==> config.mk <==
export PLATFORM = sky130hd
export DESIGN_NAME = lcd_text_driver
export DESIGN_NICKNAME = d
export VERILOG_FILES = /design/src/rtl/lcd_pkg.sv /design/src/rtl/lcd_nibble_tx.sv /design/src/rtl/lcd_text_driver.sv
export SDC_FILE = /design/constraint.sdc
export NUM_CORES = 1
export LEC_CHECK = 0
export BUFFER_PORTS_ARGS = -buffer_cell sky130_fd_sc_hd__buf_2
export CELL_PAD_IN_SITES_DETAIL_PLACEMENT = 0
export CELL_PAD_IN_SITES_GLOBAL_PLACEMENT = 2
export CORE_MARGIN = 4
export CORE_UTILIZATION = 35
export DETAILED_ROUTE_END_ITERATION = 10
export PLACE_DENSITY = 0.83
export SETUP_SLACK_MARGIN = 0.4
export SYNTH_ARGS = -nofsm -noshare
export SYNTH_HDL_FRONTEND = slang
export SYNTH_SLANG_ARGS = --single-unit
==> constraint.sdc <==
create_clock -name clk -period 6.3 [get_ports clk]
set_clock_uncertainty 0.1 [all_clocks]
set_input_delay 0.945 -clock clk [delete_from_list [all_inputs] [get_ports clk]]
set_output_delay 0.945 -clock clk [all_outputs]
set_load 0.05 [all_outputs]
==> src/rtl/lcd_pkg.sv <==
// Shared types, HD44780 command constants and helpers for the character-LCD driver.
package lcd_pkg;

  typedef enum logic [2:0] {
    S_PWR_WAIT,
    S_INIT,
    S_IDLE,
    S_SET_ADDR,
    S_WRITE_CHAR
  } state_t;

  typedef enum logic [2:0] {
    N_IDLE,
    N_SETUP,
    N_HIGH,
    N_HOLD,
    N_GAP,
    N_WAIT
  } nib_state_t;

  localparam logic [7:0] CMD_FUNC_SET   = 8'h28;
  localparam logic [7:0] CMD_ENTRY_MODE = 8'h06;
  localparam logic [7:0] CMD_DISP_ON    = 8'h0C;
  localparam logic [7:0] CMD_CLEAR      = 8'h01;
  localparam logic [7:0] CMD_SET_DDRAM  = 8'h80;

  localparam int unsigned INIT_LEN = 8;

  typedef struct packed {
    logic [7:0] code;
    logic       single_nibble;
    logic       long_wait;
  } init_cmd_t;

  // Power-on sequence: four wake-up nibbles (8-bit mode x3, then 4-bit), then full bytes.
  function automatic init_cmd_t init_rom(input logic [2:0] idx);
    case (idx)
      3'd0:    return '{code: 8'h03,           single_nibble: 1'b1, long_wait: 1'b1};
      3'd1:    return '{code: 8'h03,           single_nibble: 1'b1, long_wait: 1'b0};
      3'd2:    return '{code: 8'h03,           single_nibble: 1'b1, long_wait: 1'b0};
      3'd3:    return '{code: 8'h02,           single_nibble: 1'b1, long_wait: 1'b0};
      3'd4:    return '{code: CMD_FUNC_SET,    single_nibble: 1'b0, long_wait: 1'b0};
      3'd5:    return '{code: CMD_ENTRY_MODE,  single_nibble: 1'b0, long_wait: 1'b0};
      3'd6:    return '{code: CMD_DISP_ON,     single_nibble: 1'b0, long_wait: 1'b0};
      default: return '{code: CMD_CLEAR,       single_nibble: 1'b0, long_wait: 1'b1};
    endcase
  endfunction

  // DDRAM start address of each display row.
  function automatic logic [7:0] row_base(input logic [1:0] row, input logic [7:0] cols);
    case (row)
      2'd0:    return 8'h00;
      2'd1:    return 8'h40;
      2'd2:    return cols;
      default: return 8'h40 + cols;
    endcase
  endfunction

  function automatic int unsigned max2(input int unsigned a, input int unsigned b);
    return (a > b) ? a : b;
  endfunction

endpackage

==> src/rtl/lcd_nibble_tx.sv <==
// Sends one nibble or one byte over the 4-bit HD44780 bus with E timing and post-write wait.
module lcd_nibble_tx
  import lcd_pkg::*;
#(
  parameter int unsigned T_E   = 12,
  parameter int unsigned T_NIB = 50,
  parameter int unsigned T_CMD = 2000,
  parameter int unsigned T_CLR = 82000
) (
  input  logic       clk,
  input  logic       reset,
  input  logic       start,
  input  logic [7:0] tx_byte,
  input  logic       rs,
  input  logic       single_nibble,
  input  logic       long_wait,
  output logic       done,
  output logic       lcd_e,
  output logic       lcd_rs,
  output logic [3:0] lcd_data
);

  localparam int unsigned CNT_MAX = max2(max2(T_CLR, T_CMD), max2(T_NIB, T_E));
  localparam int unsigned CNT_W   = $clog2(CNT_MAX + 1);

  nib_state_t       st;
  logic [CNT_W-1:0] cnt;
  logic [3:0]       lo_nib;
  logic             last;
  logic             long_q;

  // Setup / E-high / hold phases per nibble; data and RS only move while E is low.
  always_ff @(posedge clk) begin
    if (reset) begin
      st       <= N_IDLE;
      cnt      <= '0;
      lo_nib   <= '0;
      last     <= 1'b0;
      long_q   <= 1'b0;
      done     <= 1'b0;
      lcd_e    <= 1'b0;
      lcd_rs   <= 1'b0;
      lcd_data <= '0;
    end else begin
      done <= 1'b0;
      case (st)
        N_IDLE: if (start) begin
          lcd_rs   <= rs;
          lcd_data <= single_nibble ? tx_byte[3:0] : tx_byte[7:4];
          lo_nib   <= tx_byte[3:0];
          last     <= single_nibble;
          long_q   <= long_wait;
          cnt      <= CNT_W'(T_E - 1);
          st       <= N_SETUP;
        end
        N_SETUP: if (cnt == '0) begin
          lcd_e <= 1'b1;
          cnt   <= CNT_W'(T_E - 1);
          st    <= N_HIGH;
        end else cnt <= cnt - CNT_W'(1);
        N_HIGH: if (cnt == '0) begin
          lcd_e <= 1'b0;
          cnt   <= CNT_W'(T_E - 1);
          st    <= N_HOLD;
        end else cnt <= cnt - CNT_W'(1);
        N_HOLD: if (cnt == '0) begin
          if (last) begin
            cnt <= long_q ? CNT_W'(T_CLR - 1) : CNT_W'(T_CMD - 1);
            st  <= N_WAIT;
          end else begin
            cnt <= CNT_W'(T_NIB - 1);
            st  <= N_GAP;
          end
        end else cnt <= cnt - CNT_W'(1);
        N_GAP: if (cnt == '0) begin
          lcd_data <= lo_nib;
          last     <= 1'b1;
          cnt      <= CNT_W'(T_E - 1);
          st       <= N_SETUP;
        end else cnt <= cnt - CNT_W'(1);
        N_WAIT: if (cnt == '0) begin
          done <= 1'b1;
          st   <= N_IDLE;
        end else cnt <= cnt - CNT_W'(1);
        default: st <= N_IDLE;
      endcase
    end
  end

endmodule

==> src/rtl/lcd_text_driver.sv <==
// HD44780 4-bit write-only text driver: power-on init, then ROWS x COLS frames row by row.
module lcd_text_driver
  import lcd_pkg::*;
#(
  parameter int unsigned ROWS    = 2,
  parameter int unsigned COLS    = 16,
  parameter int unsigned T_PWRUP = 750000,
  parameter int unsigned T_E     = 12,
  parameter int unsigned T_NIB   = 50,
  parameter int unsigned T_CMD   = 2000,
  parameter int unsigned T_CLR   = 82000
) (
  input  logic                   clk,
  input  logic                   reset,
  input  logic [ROWS*COLS*8-1:0] frame_data,
  input  logic                   frame_valid,
  output logic                   frame_ready,
  output logic                   busy,
  output logic                   lcd_rs,
  output logic                   lcd_w,
  output logic                   lcd_e,
  output logic [3:0]             lcd_data
);

  localparam int unsigned FRAME_W = ROWS * COLS * 8;
  localparam int unsigned ROW_W   = (ROWS > 1) ? $clog2(ROWS) : 1;
  localparam int unsigned COL_W   = $clog2(COLS);
  localparam int unsigned WAIT_W  = $clog2(max2(T_PWRUP, T_CLR) + 1);

  state_t             state;
  logic [WAIT_W-1:0]  wait_cnt;
  logic [2:0]         init_idx;
  logic [ROW_W-1:0]   row;
  logic [COL_W-1:0]   col;
  logic [FRAME_W-1:0] frame_reg;
  logic               pending;
  logic               start;
  logic [7:0]         tx_byte;
  logic               tx_rs;
  logic               tx_single;
  logic               tx_long;
  logic               tx_done;
  init_cmd_t          rom_cmd;

  assign rom_cmd = init_rom(init_idx);
  assign lcd_w   = 1'b0;

  // Each busy state issues one transfer, then waits for the engine's done pulse.
  always_ff @(posedge clk) begin
    if (reset) begin
      state       <= S_PWR_WAIT;
      wait_cnt    <= '0;
      init_idx    <= '0;
      row         <= '0;
      col         <= '0;
      frame_reg   <= '0;
      pending     <= 1'b0;
      start       <= 1'b0;
      tx_byte     <= '0;
      tx_rs       <= 1'b0;
      tx_single   <= 1'b0;
      tx_long     <= 1'b0;
      frame_ready <= 1'b0;
      busy        <= 1'b1;
    end else begin
      start <= 1'b0;
      case (state)
        S_PWR_WAIT: begin
          if (wait_cnt == WAIT_W'(T_PWRUP - 1)) begin
            wait_cnt <= '0;
            state    <= S_INIT;
          end else wait_cnt <= wait_cnt + WAIT_W'(1);
        end
        S_INIT: begin
          if (!pending) begin
            start     <= 1'b1;
            pending   <= 1'b1;
            tx_byte   <= rom_cmd.code;
            tx_rs     <= 1'b0;
            tx_single <= rom_cmd.single_nibble;
            tx_long   <= rom_cmd.long_wait;
          end else if (tx_done) begin
            pending <= 1'b0;
            if (init_idx == 3'(INIT_LEN - 1)) begin
              state       <= S_IDLE;
              frame_ready <= 1'b1;
              busy        <= 1'b0;
            end else init_idx <= init_idx + 3'd1;
          end
        end
        S_IDLE: begin
          if (frame_valid && frame_ready) begin
            frame_reg   <= frame_data;
            row         <= '0;
            col         <= '0;
            frame_ready <= 1'b0;
            busy        <= 1'b1;
            state       <= S_SET_ADDR;
          end
        end
        S_SET_ADDR: begin
          if (!pending) begin
            start     <= 1'b1;
            pending   <= 1'b1;
            tx_byte   <= CMD_SET_DDRAM | row_base(2'(row), 8'(COLS));
            tx_rs     <= 1'b0;
            tx_single <= 1'b0;
            tx_long   <= 1'b0;
          end else if (tx_done) begin
            pending <= 1'b0;
            state   <= S_WRITE_CHAR;
          end
        end
        S_WRITE_CHAR: begin
          if (!pending) begin
            start     <= 1'b1;
            pending   <= 1'b1;
            tx_byte   <= frame_reg[FRAME_W-1 -: 8];
            tx_rs     <= 1'b1;
            tx_single <= 1'b0;
            tx_long   <= 1'b0;
          end else if (tx_done) begin
            pending   <= 1'b0;
            frame_reg <= frame_reg << 8;
            if (col != COL_W'(COLS - 1)) begin
              col <= col + COL_W'(1);
            end else if (row != ROW_W'(ROWS - 1)) begin
              row   <= row + ROW_W'(1);
              col   <= '0;
              state <= S_SET_ADDR;
            end else begin
              state       <= S_IDLE;
              frame_ready <= 1'b1;
              busy        <= 1'b0;
            end
          end
        end
        default: state <= S_PWR_WAIT;
      endcase
    end
  end

  lcd_nibble_tx #(
    .T_E  (T_E),
    .T_NIB(T_NIB),
    .T_CMD(T_CMD),
    .T_CLR(T_CLR)
  ) u_nibble_tx (
    .clk          (clk),
    .reset        (reset),
    .start        (start),
    .tx_byte      (tx_byte),
    .rs           (tx_rs),
    .single_nibble(tx_single),
    .long_wait    (tx_long),
    .done         (tx_done),
    .lcd_e        (lcd_e),
    .lcd_rs       (lcd_rs),
    .lcd_data     (lcd_data)
  );

endmodule

; After elaboration in Yosys (flattened, before gate mapping)
; Index checks and enable logic that the tools add are counted.
[classes]
bitwise_logic = 4
n_eq_ne = 42
n_addsub = 5
reduce_logical = 34
muxes = 87
[ops]
columns = cell, n
row1 = 256-bit 2-to-1 mux, 3
row2 = 256-bit case mux with 2 select lines, 1
row3 = 17-bit 2-to-1 mux, 6
row4 = 17-bit case mux with 4 select lines, 1
row5 = 3-bit 2-to-1 mux, 16
row6 = 8-bit case mux with 6 select lines, 1
row7 = 1-bit 2-to-1 mux, 33
row8 = 4-bit 2-to-1 mux, 8
row9 = "2-bit inequality test, second input constant", 15
row10 = 8-bit 2-to-1 mux, 3
row11 = 8-bit case mux with 3 select lines, 1
row12 = "3-bit == test, second input constant", 7
row13 = "20-bit by 1-bit adder with 20-bit output, second input constant", 1
row14 = "20-bit == test, second input constant", 1
row15 = 20-bit 2-to-1 mux, 1
row16 = "3-bit by 2-bit == test with 1-bit output, second input constant", 6
row17 = 3-bit case mux with 6 select lines, 1
row18 = 17-bit zero test, 1
row19 = "17-bit by 1-bit subtractor with 17-bit output, second input constant", 1
row20 = "2-bit by 1-bit inequality test with 1-bit output, second input constant", 8
row21 = 4-bit case mux with 2 select lines, 2
row22 = 3-bit case mux with 5 select lines, 1
row23 = 3-bit AND reduction, 5
row24 = 7-bit case mux with 2 select lines, 1
row25 = other kinds (22), 48
[totals]
ff_bits = 335
in_bits = 259
output_inout_bits = 9

; Longest topological paths before layout
; Gate-level depths: netlist (run 1).
[logic_depth]
depth_word = 6
depth_mapped = 9
ltp_nobuf = 7

; Modules after synthesis
; A second synthesis (run 1) with hierarchy kept.
[unflattened]
hier_cells = 1947
hier_area_um2 = 15267.1
[by_module_without_submodules]
columns = module, instances, cells_each, seq_area_each_um2, area_each_um2
row1 = lcd_text_driver, 1, 1715, 6045.8, 13350.3
row2 = lcd_nibble_tx, 1, 232, 660.6, 1916.8

; Least setup slack after synthesis (run 1)
; OpenSTA, ideal clock, no wires.
[synth_timing]
path_type = input to register
from = in frame_valid
to = reg frame_reg[11]
slack_ps = 4029
cell_stages = 7
setup_time_ps = 91
t_arrival_ps = 2080
n_path_buf = 3
required_ps = 6109
cell_sequence = nand3_1 -> a21oi_1 -> buf_2 -> buf_2 -> buf_1 -> nor2_1 -> a311oi_1
[synth_via]
elab_chain_cells = 3
[synth_lines]
columns = item, line_no
row1 = start: declaration, lcd_text_driver.sv:16  ; input logic frame_valid,
row2 = 1-bit logical AND, lcd_text_driver.sv:92  ; if (frame_valid && frame_ready) begin
row3 = 2-bit inequality test (no source line), n/a
row4 = 4-bit AND reduction (no source line), n/a
row5 = end signal: assignment, lcd_text_driver.sv:93  ; frame_reg <= frame_data;
row6 = end signal: assignment, lcd_text_driver.sv:124  ; frame_reg <= frame_reg << 8;
row7 = end: declaration, lcd_text_driver.sv:35  ; logic [FRAME_W-1:0] frame_reg;
; Every way passes these cells.
; A chain may end at the register's enable or synchronous reset.

; Final worst setup path (run 1)
[layout_timing]
from = reg state[0]
to = reg frame_reg[137]
[layout_via]
elab_chain_cells = 3
[layout_lines]
columns = item, line_no
row1 = start: declaration, lcd_text_driver.sv:30  ; state_t state;
row2 = start signal: assignment, lcd_text_driver.sv:51  ; state <= S_PWR_WAIT;
row3 = start signal: assignment, lcd_text_driver.sv:71  ; state <= S_INIT;
row4 = start signal: assignment, lcd_text_driver.sv:85  ; state <= S_IDLE;
row5 = 3-bit == test / 3-bit by 2-bit == test with 1-bit output (equally long branches), lcd_text_driver.sv:67  ; case (state)
row6 = 2-bit by 1-bit inequality test with 1-bit output (no source line) (tied with other cells), n/a
row7 = 4-bit AND reduction (no source line), n/a
; Several ways; a longest one is shown, not always the timed one.

==> results of run 1 <==
-- routing by layer --
| metal | track usage (%) | vias to the layer above |
|---|---|---|
| met5 | 0 | - |
| met4 | 4.801 | 8 |
| met3 | 4.118 | 59 |
| met2 | 30.42 | 303 |
| met1 | 26.56 | 6673 |
| li1 | - | 7174 |
-- through the flow --
step	instance area (µm²)	hold WS (ps)	cells	utilization (%)
global placement	16640	337.5	2631	39.24
floorplan	15160	332.1	1960	-
CTS	17970	353.5	2700	42.37
global route	17980	379.6	2702	42.38
detailed placement	16640	342.8	2631	39.24
finish	17980	352.6	2702	42.38
-- how the worst max path moves through the flow --
| stage | from | slack (ps) | end | depth (start not counted) |
|---|---|---|---|---|
| final | state[0] | 2900 | frame_reg[137] | 4 |
| after global routing | state[0] | 2640 | frame_reg[193] | 4 |
| after floorplan | frame_valid | 4030 | frame_reg[11] | 7 |
| after detailed placement | state[0] | 2900 | frame_reg[137] | 4 |
| after global placement | state[0] | 3000 | frame_reg[208] | 4 |
| after CTS | state[0] | 2880 | frame_reg[137] | 4 |
-- cell families (layout without fill, tap and decap cells) --
group	Yosys count	count (layout)	share of synthesized area [%]
AO/OA/AOI/OAI	403	403	21.18
XOR/XNOR	24	24	1.386
adder cells (fa/ha/maj)	10	10	0.8252
buffers and inverters	199	362	5.141
flip-flops	335	335	44.23
multiplexers	12	12	0.7922
other	1	3	0.02473
AND/OR/NAND/NOR	976	976	26.42
-- final cells by class --
cell class / instances / area (µm²) / area share (%)
clock inverter: 8 / 147.6 / 0.8213
antenna: 2 / 5.005 / 0.02784
tap: 577 / 721.9 / 4.016
inverter: 20 / 75.07 / 0.4176
timing repair buffer: 273 / 1444 / 8.032
multi-input combinational: 1426 / 7696 / 42.81
clock buffer: 61 / 1181 / 6.570
sequential: 335 / 6706 / 37.31
-- power breakdown --
group          switching, mW  total [mW]  internal, mW  leakage [nW]
sequential            0.0303        2.17          2.14          2.70
combinational          0.412       0.629         0.217          3.19
clock                  0.910        2.36          1.45         0.650
-- worst max-delay path, delay by kind of cell, from the launching register on --
kind	cells	cell delay, ps
AO/OA/AOI/OAI	1	350
buffers and inverters	1	980
flip-flops	1	710
AND/OR/NAND/NOR	2	1090
-- cell usage in the layout, fill, tap and decap left out, types with 20 or more instances in the layout --
cell type	instances
a21oi_1	44
a311oi_1	255
buf_2	265
clkbuf_16	41
dfxtp_1	335
inv_1	20
nand2_1	547
nand3_1	21
nor2_1	313
o21ai_0	25
==> reports/summary.txt, run 1 <==
Status - complete, no violations
Peak supply drop - 0.0001708 V
Worst r2r dst - frame_reg[137]
RSZ-0062 raised after global routing - false
Power Density - 286.9 mW/mm²
CTS tree - yes
Max reg flops - 256
CP max FO - 103
Clock insertion delay at the later pin of the skew report - 550 ps
Pin count of the biggest net entering global routing - 248
Reg2reg setup slack - 2900 ps
Relative slew slack - 14.02%
Number of synthesized flops with an enable pin - 0
Hold path cells - 2
Post-CTS resize count - 0
R2R depth - 4
First-pass GRT wire length - 74050 µm
Min setup slack post-route - 2897 ps
Met1 wire length - 21830 µm
Slew of the pin with the lowest slew margin - 1290 ps
Buffers on Ports - 266
Die width - 216.1 µm
Top cells by count, synth - nand2_1, dfxtp_1, nor2_1
Hold Path End - frame_reg[0]
Crit Path Category - flop to flop
DRT Wirelength - 46620 µm
Number of distinct library cells after synthesis - 72
Final worst-path cycle share - 54.02%
Clock net sink count - 335
CP required - 6640 ps
Clock transition at path regs - 60 ps
Startpoint of the worst hold path - frame_reg[0]
Cell with the most instances after synthesis - nand2_1
Fmax - 293.8 MHz
GRT Residual Overflow - 0
Rows - 75
Mapped cell area - 0.01516 mm²
DR WL/cell - 17.25 µm
Max Cap Viol - 0
Hold Violations, Final - 0
Final setup fails - 0
CTS Root Cell - clkbuf_16
Setup TNS - 0 ps
DRC - 0
Tot GR Track Use - 19.11%
FILL cells - 4510
Die height - 216.1 µm
Area of the core region - 0.04242 mm²
Hold WC Path Type - flop to flop
Initial Util - 35.75%
Vias per Instance - 5.262
CP max stage delay - 980 ps
Sequential element share of the synthesized area - 44.23%
YS warnings - 0
Cell Chain, Critical Path - or3b_4 > buf_4 > nand2_1 > a311oi_1
Post-layout net count - 2365
Area delta synth->final - 18.57%
Post-Syn Instances - 1960
H-tree depth - 2
Leak - 6.534 nW
Share of cells above drive strength 1 - 16.49%
Syn Nets - 2229
Max Used Layer - met5
Met3 wire len - 2294 µm
Main synth FF type - dfxtp_1
Worst r2r src - state[0]
Maximum root-to-sink buffer count - 3
Initial DRC count - 1106
Top post-synthesis cells by area - dfxtp_1, a311oi_1, nand2_1
Final ANT Viol Nets - 0
Critical Path Slowest Stage Cell - buf_4
Final total power - 5.157 mW
Dominant cell type by area after synthesis - dfxtp_1
Vias in the first global route - 13570
Mean post-synth cell area - 7.736 µm²
Max Transition Viols Final - 0
Pre-Repair DR Iteration Count - 7
Met2 WL - 21570 µm
Post-synth top area share - 44.23%
Critical Path Source Type - flop
Hold Buf Count CTS - 0
Die area - 0.04671 mm²
Total CTS buffers - 40
Critical Path End Type - flop
Number of synthesized register bits - 335
Min cycle time layout - 3403 ps
Arrival @ worst endpoint - 3740 ps
Post-synth ARST share - 0%
RD Place Congestion - 0.8242
HPWL after detailed placement - 30400 µm
Placement Setup Slack - 2904 ps
# Post-CTS Setup Buffers - 0
Initial antenna violation count - 7
Routed via count - 14220
Io pins - 268
No activity file was read; power rests on OpenSTA's default activity.
==> run 2, diff against run 1 <==
--- a/config.mk
+++ b/config.mk
@@ -5,13 +5,14 @@
 export SDC_FILE = /design/constraint.sdc
 export NUM_CORES = 1
 export LEC_CHECK = 0
+export ABC_AREA = 1
 export BUFFER_PORTS_ARGS = -buffer_cell sky130_fd_sc_hd__buf_2
 export CELL_PAD_IN_SITES_DETAIL_PLACEMENT = 0
 export CELL_PAD_IN_SITES_GLOBAL_PLACEMENT = 2
 export CORE_MARGIN = 4
-export CORE_UTILIZATION = 35
+export CORE_UTILIZATION = 28
 export DETAILED_ROUTE_END_ITERATION = 10
-export PLACE_DENSITY = 0.83
+export PLACE_DENSITY = 0.73
 export SETUP_SLACK_MARGIN = 0.4
 export SYNTH_ARGS = -nofsm -noshare
 export SYNTH_HDL_FRONTEND = slang
==> constraint.sdc (replaced) <==
create_clock -name clk -period 3 [get_ports clk]
set_clock_uncertainty 0.1 [all_clocks]
set_input_delay 0.45 -clock clk [delete_from_list [all_inputs] [get_ports clk]]
set_output_delay 0.45 -clock clk [all_outputs]
set_load 0.05 [all_outputs]
==> run 2 against run 1 <==
  * Non-clock buffer count is 11 higher
  * Clock power grew 99%
  * First-iteration DRC count shrank 18%
  * Combinational power rose to 2.9 times the previous value
  * Largest cell class unchanged
  * Fmax is 42% higher
  * Setup slack worse by 2300 ps
  * Critical path depth increased by 4
  * Sequential share of layout area increased by 0.21 points
==> reports/summary.txt, run 2 <==
Dominant cell type by area after synthesis - dfxtp_1
Die area - 0.05675 mm² (+21%)
YS warnings - 0 (unchanged)
Leading cell types in the layout, fill and taps excluded - nand2_1, dfxtp_1, buf_2, a31oi_1, o21ai_0
Min cycle time layout - 2389 ps (-1014 ps)
First-pass GRT wire length - 76970 µm (+3.9%)
Vias per Instance - 4.883 (-7.2%)
Cell Chain, Critical Path - nor2_2 > nand2_8 > o21ai_2 > nand3_4 > inv_8 > buf_12 > o21ai_0 > a31oi_1
Placed Cells - 2892 (+9.9%)
Slew of the pin with the lowest slew margin - 904.0 ps (-385.7 ps)
Crit Path Category - flop to flop
Final ANT Viol Nets - 0 (unchanged)
Setup TNS - 0 ps (unchanged)
DRT Wirelength - 49370 µm (+5.9%)
Initial DRC count - 908 (-18%)
Clock transition at path regs - 60 ps (about the same)
Post-DP Area - 0.01661 mm² (-0.19%)
Io pins - 268 (unchanged)
GRT Residual Overflow - 0 (unchanged)
Internal - 7.877 mW (+110%)
CP top delay family - buffers and inverters
Post-layout net count - 2515 (+6.3%)
Initial antenna violation count - 11 (+4)
Number of synthesized register bits - 335 (unchanged)
Clock net sink count - 335 (unchanged)
CP max stage delay - 370 ps (-610 ps)
Critical Path Slowest Stage Cell - buf_12
Area delta synth->final - 20.46%
Routed via count - 14480 (+1.8%)
Hold WC Path Type - input pin to flop
Commonest non-fill, non-tap cell in the layout - nand2_1
Power Density - 622.0 mW/mm² (+120%)
Mapped cell area - 0.01484 mm² (-2.1%)
RD Place Congestion - 0.7816 (-5.2%)
Net Switching - 3.244 mW (+140%)
Util after Layout - 34.02% (-8.4 points)
Status - complete, no violations
Post-route design area - 0.01788 mm² (-0.56%)
Arrival @ worst endpoint - 2770 ps (-970 ps)
Max Cap Viol - 0 (unchanged)
DRC - 0 (unchanged)
Pin count of the biggest net entering global routing - 164 (-34%)
CP max FO - 112 (+8.7%)
Min Hold Slack - 47.76 ps (-304.8 ps)
CP required - 3380 ps (-3260 ps)
Total CTS buffers - 40 (unchanged)
Number of distinct library cells after synthesis - 34 (-53%)
Critical Path Source Type - flop
Post-synth top area share - 45.19% (+0.96 points)
Peak supply drop - 0.0003315 V (+94%)
Initial Util - 28.24% (-7.5 points)
Final setup fails - 0 (unchanged)
DR WL/cell - 16.65 µm (-3.5%)
Final Non-Filler Cells - 2965 (+9.7%)
Max Transition Viols Final - 0 (unchanged)
Final worst-path cycle share - 79.63% (+26 points)
Die width - 238.2 µm (+10%)
Vias in the first global route - 13960 (+2.9%)
Top cells by count, synth - nand2_1, dfxtp_1, a31oi_1
RSZ-0062 raised after global routing - false
Busiest grt layer - met2
Switching share of total power - 29.17% (+2.9 points)
# Post-CTS Setup Buffers - 0 (unchanged)
Maximum root-to-sink buffer count - 3 (unchanged)
Share of cells above drive strength 1 - 15.72% (-0.77 points)
Clock insertion delay at the later pin of the skew report - 560 ps (about the same)
Mean post-synth cell area - 7.159 µm² (-7.5%)
Leak - 7.446 nW (+14%)
CTS Root Cell - clkbuf_16
Main synth FF type - dfxtp_1
Routing usage on met1 - 23.00% (-3.6 points)
Gate power share - 16.3% (+4.1 points)
Seq pwr share - 41.4% (-0.6 points)
Number of synthesized flops with an enable pin - 0 (unchanged)
Max reg flops - 256 (unchanged)
Placement Setup Slack - 621.3 ps (-2283 ps)
Hold Buf Count CTS - 0 (unchanged)
Sequential element share of the synthesized area - 45.19% (+0.96 points)
Rows - 84 (+12%)
Critical Path End Type - flop
Buffers on Ports - 266 (unchanged)
Buf/Inv on CP - 2 (+1)
CTS tree - yes
H-tree depth - 2 (unchanged)
Clock Power Share - 42.2% (-3.6 points)
Tot GR Track Use - 16.59% (-2.5 points)
Pre-Repair DR Iteration Count - 5 (-2)
Syn Nets - 2342 (+5.1%)
Final total power - 11.12 mW (+120%)
HPWL after detailed placement - 33360 µm (+9.7%)
Post-synth ARST share - 0% (unchanged)
Area of the core region - 0.05255 mm² (+24%)
GR Util met2 - 26.46% (-4.0 points)
Hold Violations, Final - 0 (unchanged)
Post-Syn Instances - 2073 (+5.8%)
Min setup slack post-route - 611.0 ps (-2286 ps)
Cell with the most instances after synthesis - nand2_1
Die height - 238.2 µm (+10%)
Top post-synthesis cells by area - dfxtp_1, nand2_1, a31oi_1
Fmax - 418.6 MHz (+42%)
Relative slew slack - 39.73% (+26 points)
Post-CTS resize count - 0 (unchanged)
M3 GR Usage - 4.034% (-0.084 points)
run 2: tightest hold or removal path, stage by stage:
cell	delay, ps
buf_2	90
a22oi_1	60
nor2_1	70
run 2: metal layers:
metal | share of wire, % | vias up | wire, µm
met5 | 0.14 | - | 68
met4 | 1.4 | 10 | 669
met2 | 46 | 270 | 22610
met1 | 48 | 6744 | 23500
li1 | - | 7401 | -
met3 | 5.1 | 54 | 2521
run 2: layout make-up:
| type | instances | area (µm²) |
|---|---|---|
| repair buffers | 284 | 1592 |
| fillers | 5764 | 34670 |
| well taps | 688 | 860.8 |
| clock buffers | 58 | 1170 |
| multi-input cells | 1500 | 7114 |
| diodes | 6 | 15.01 |
| inverters | 85 | 339.1 |
| flip-flops and latches | 335 | 6706 |
| clock inverters | 9 | 80.08 |
run 2: power groups by stage:
stage	combinational [mW]	sequential [mW]	clock, mW
after floorplan	1.16	4.75	0
after global placement	1.83	4.70	0
after detailed placement	1.83	4.70	0
after CTS	1.84	4.61	4.85
after global routing	2.06	4.62	5.01
final	1.82	4.61	4.70
run 2: final timing paths:
path / start / end / depth (start not counted) / slack, ps
max: state[0] / frame_reg[135] / 8 / 610
min reg2reg: u_nibble_tx.lo_nib[0] / u_nibble_tx.lo_nib[0] / 2 / 350
min: frame_data[6] / frame_reg[6] / 3 / 50
max reg2reg: state[0] / frame_reg[135] / 8 / 610
run 2: cells by family (layout without fill, tap and decap cells):
group / after synthesis / count (layout) / share of synthesized area [%]
compound gates: 620 / 620 / 23.39
xor+xnor: 16 / 16 / 0.9442
fa+ha+maj: 10 / 10 / 0.8431
buf+inv: 238 / 436 / 6.964
flops: 335 / 335 / 45.19
other cells: 1 / 7 / 0.02527
simple gates: 853 / 853 / 22.65
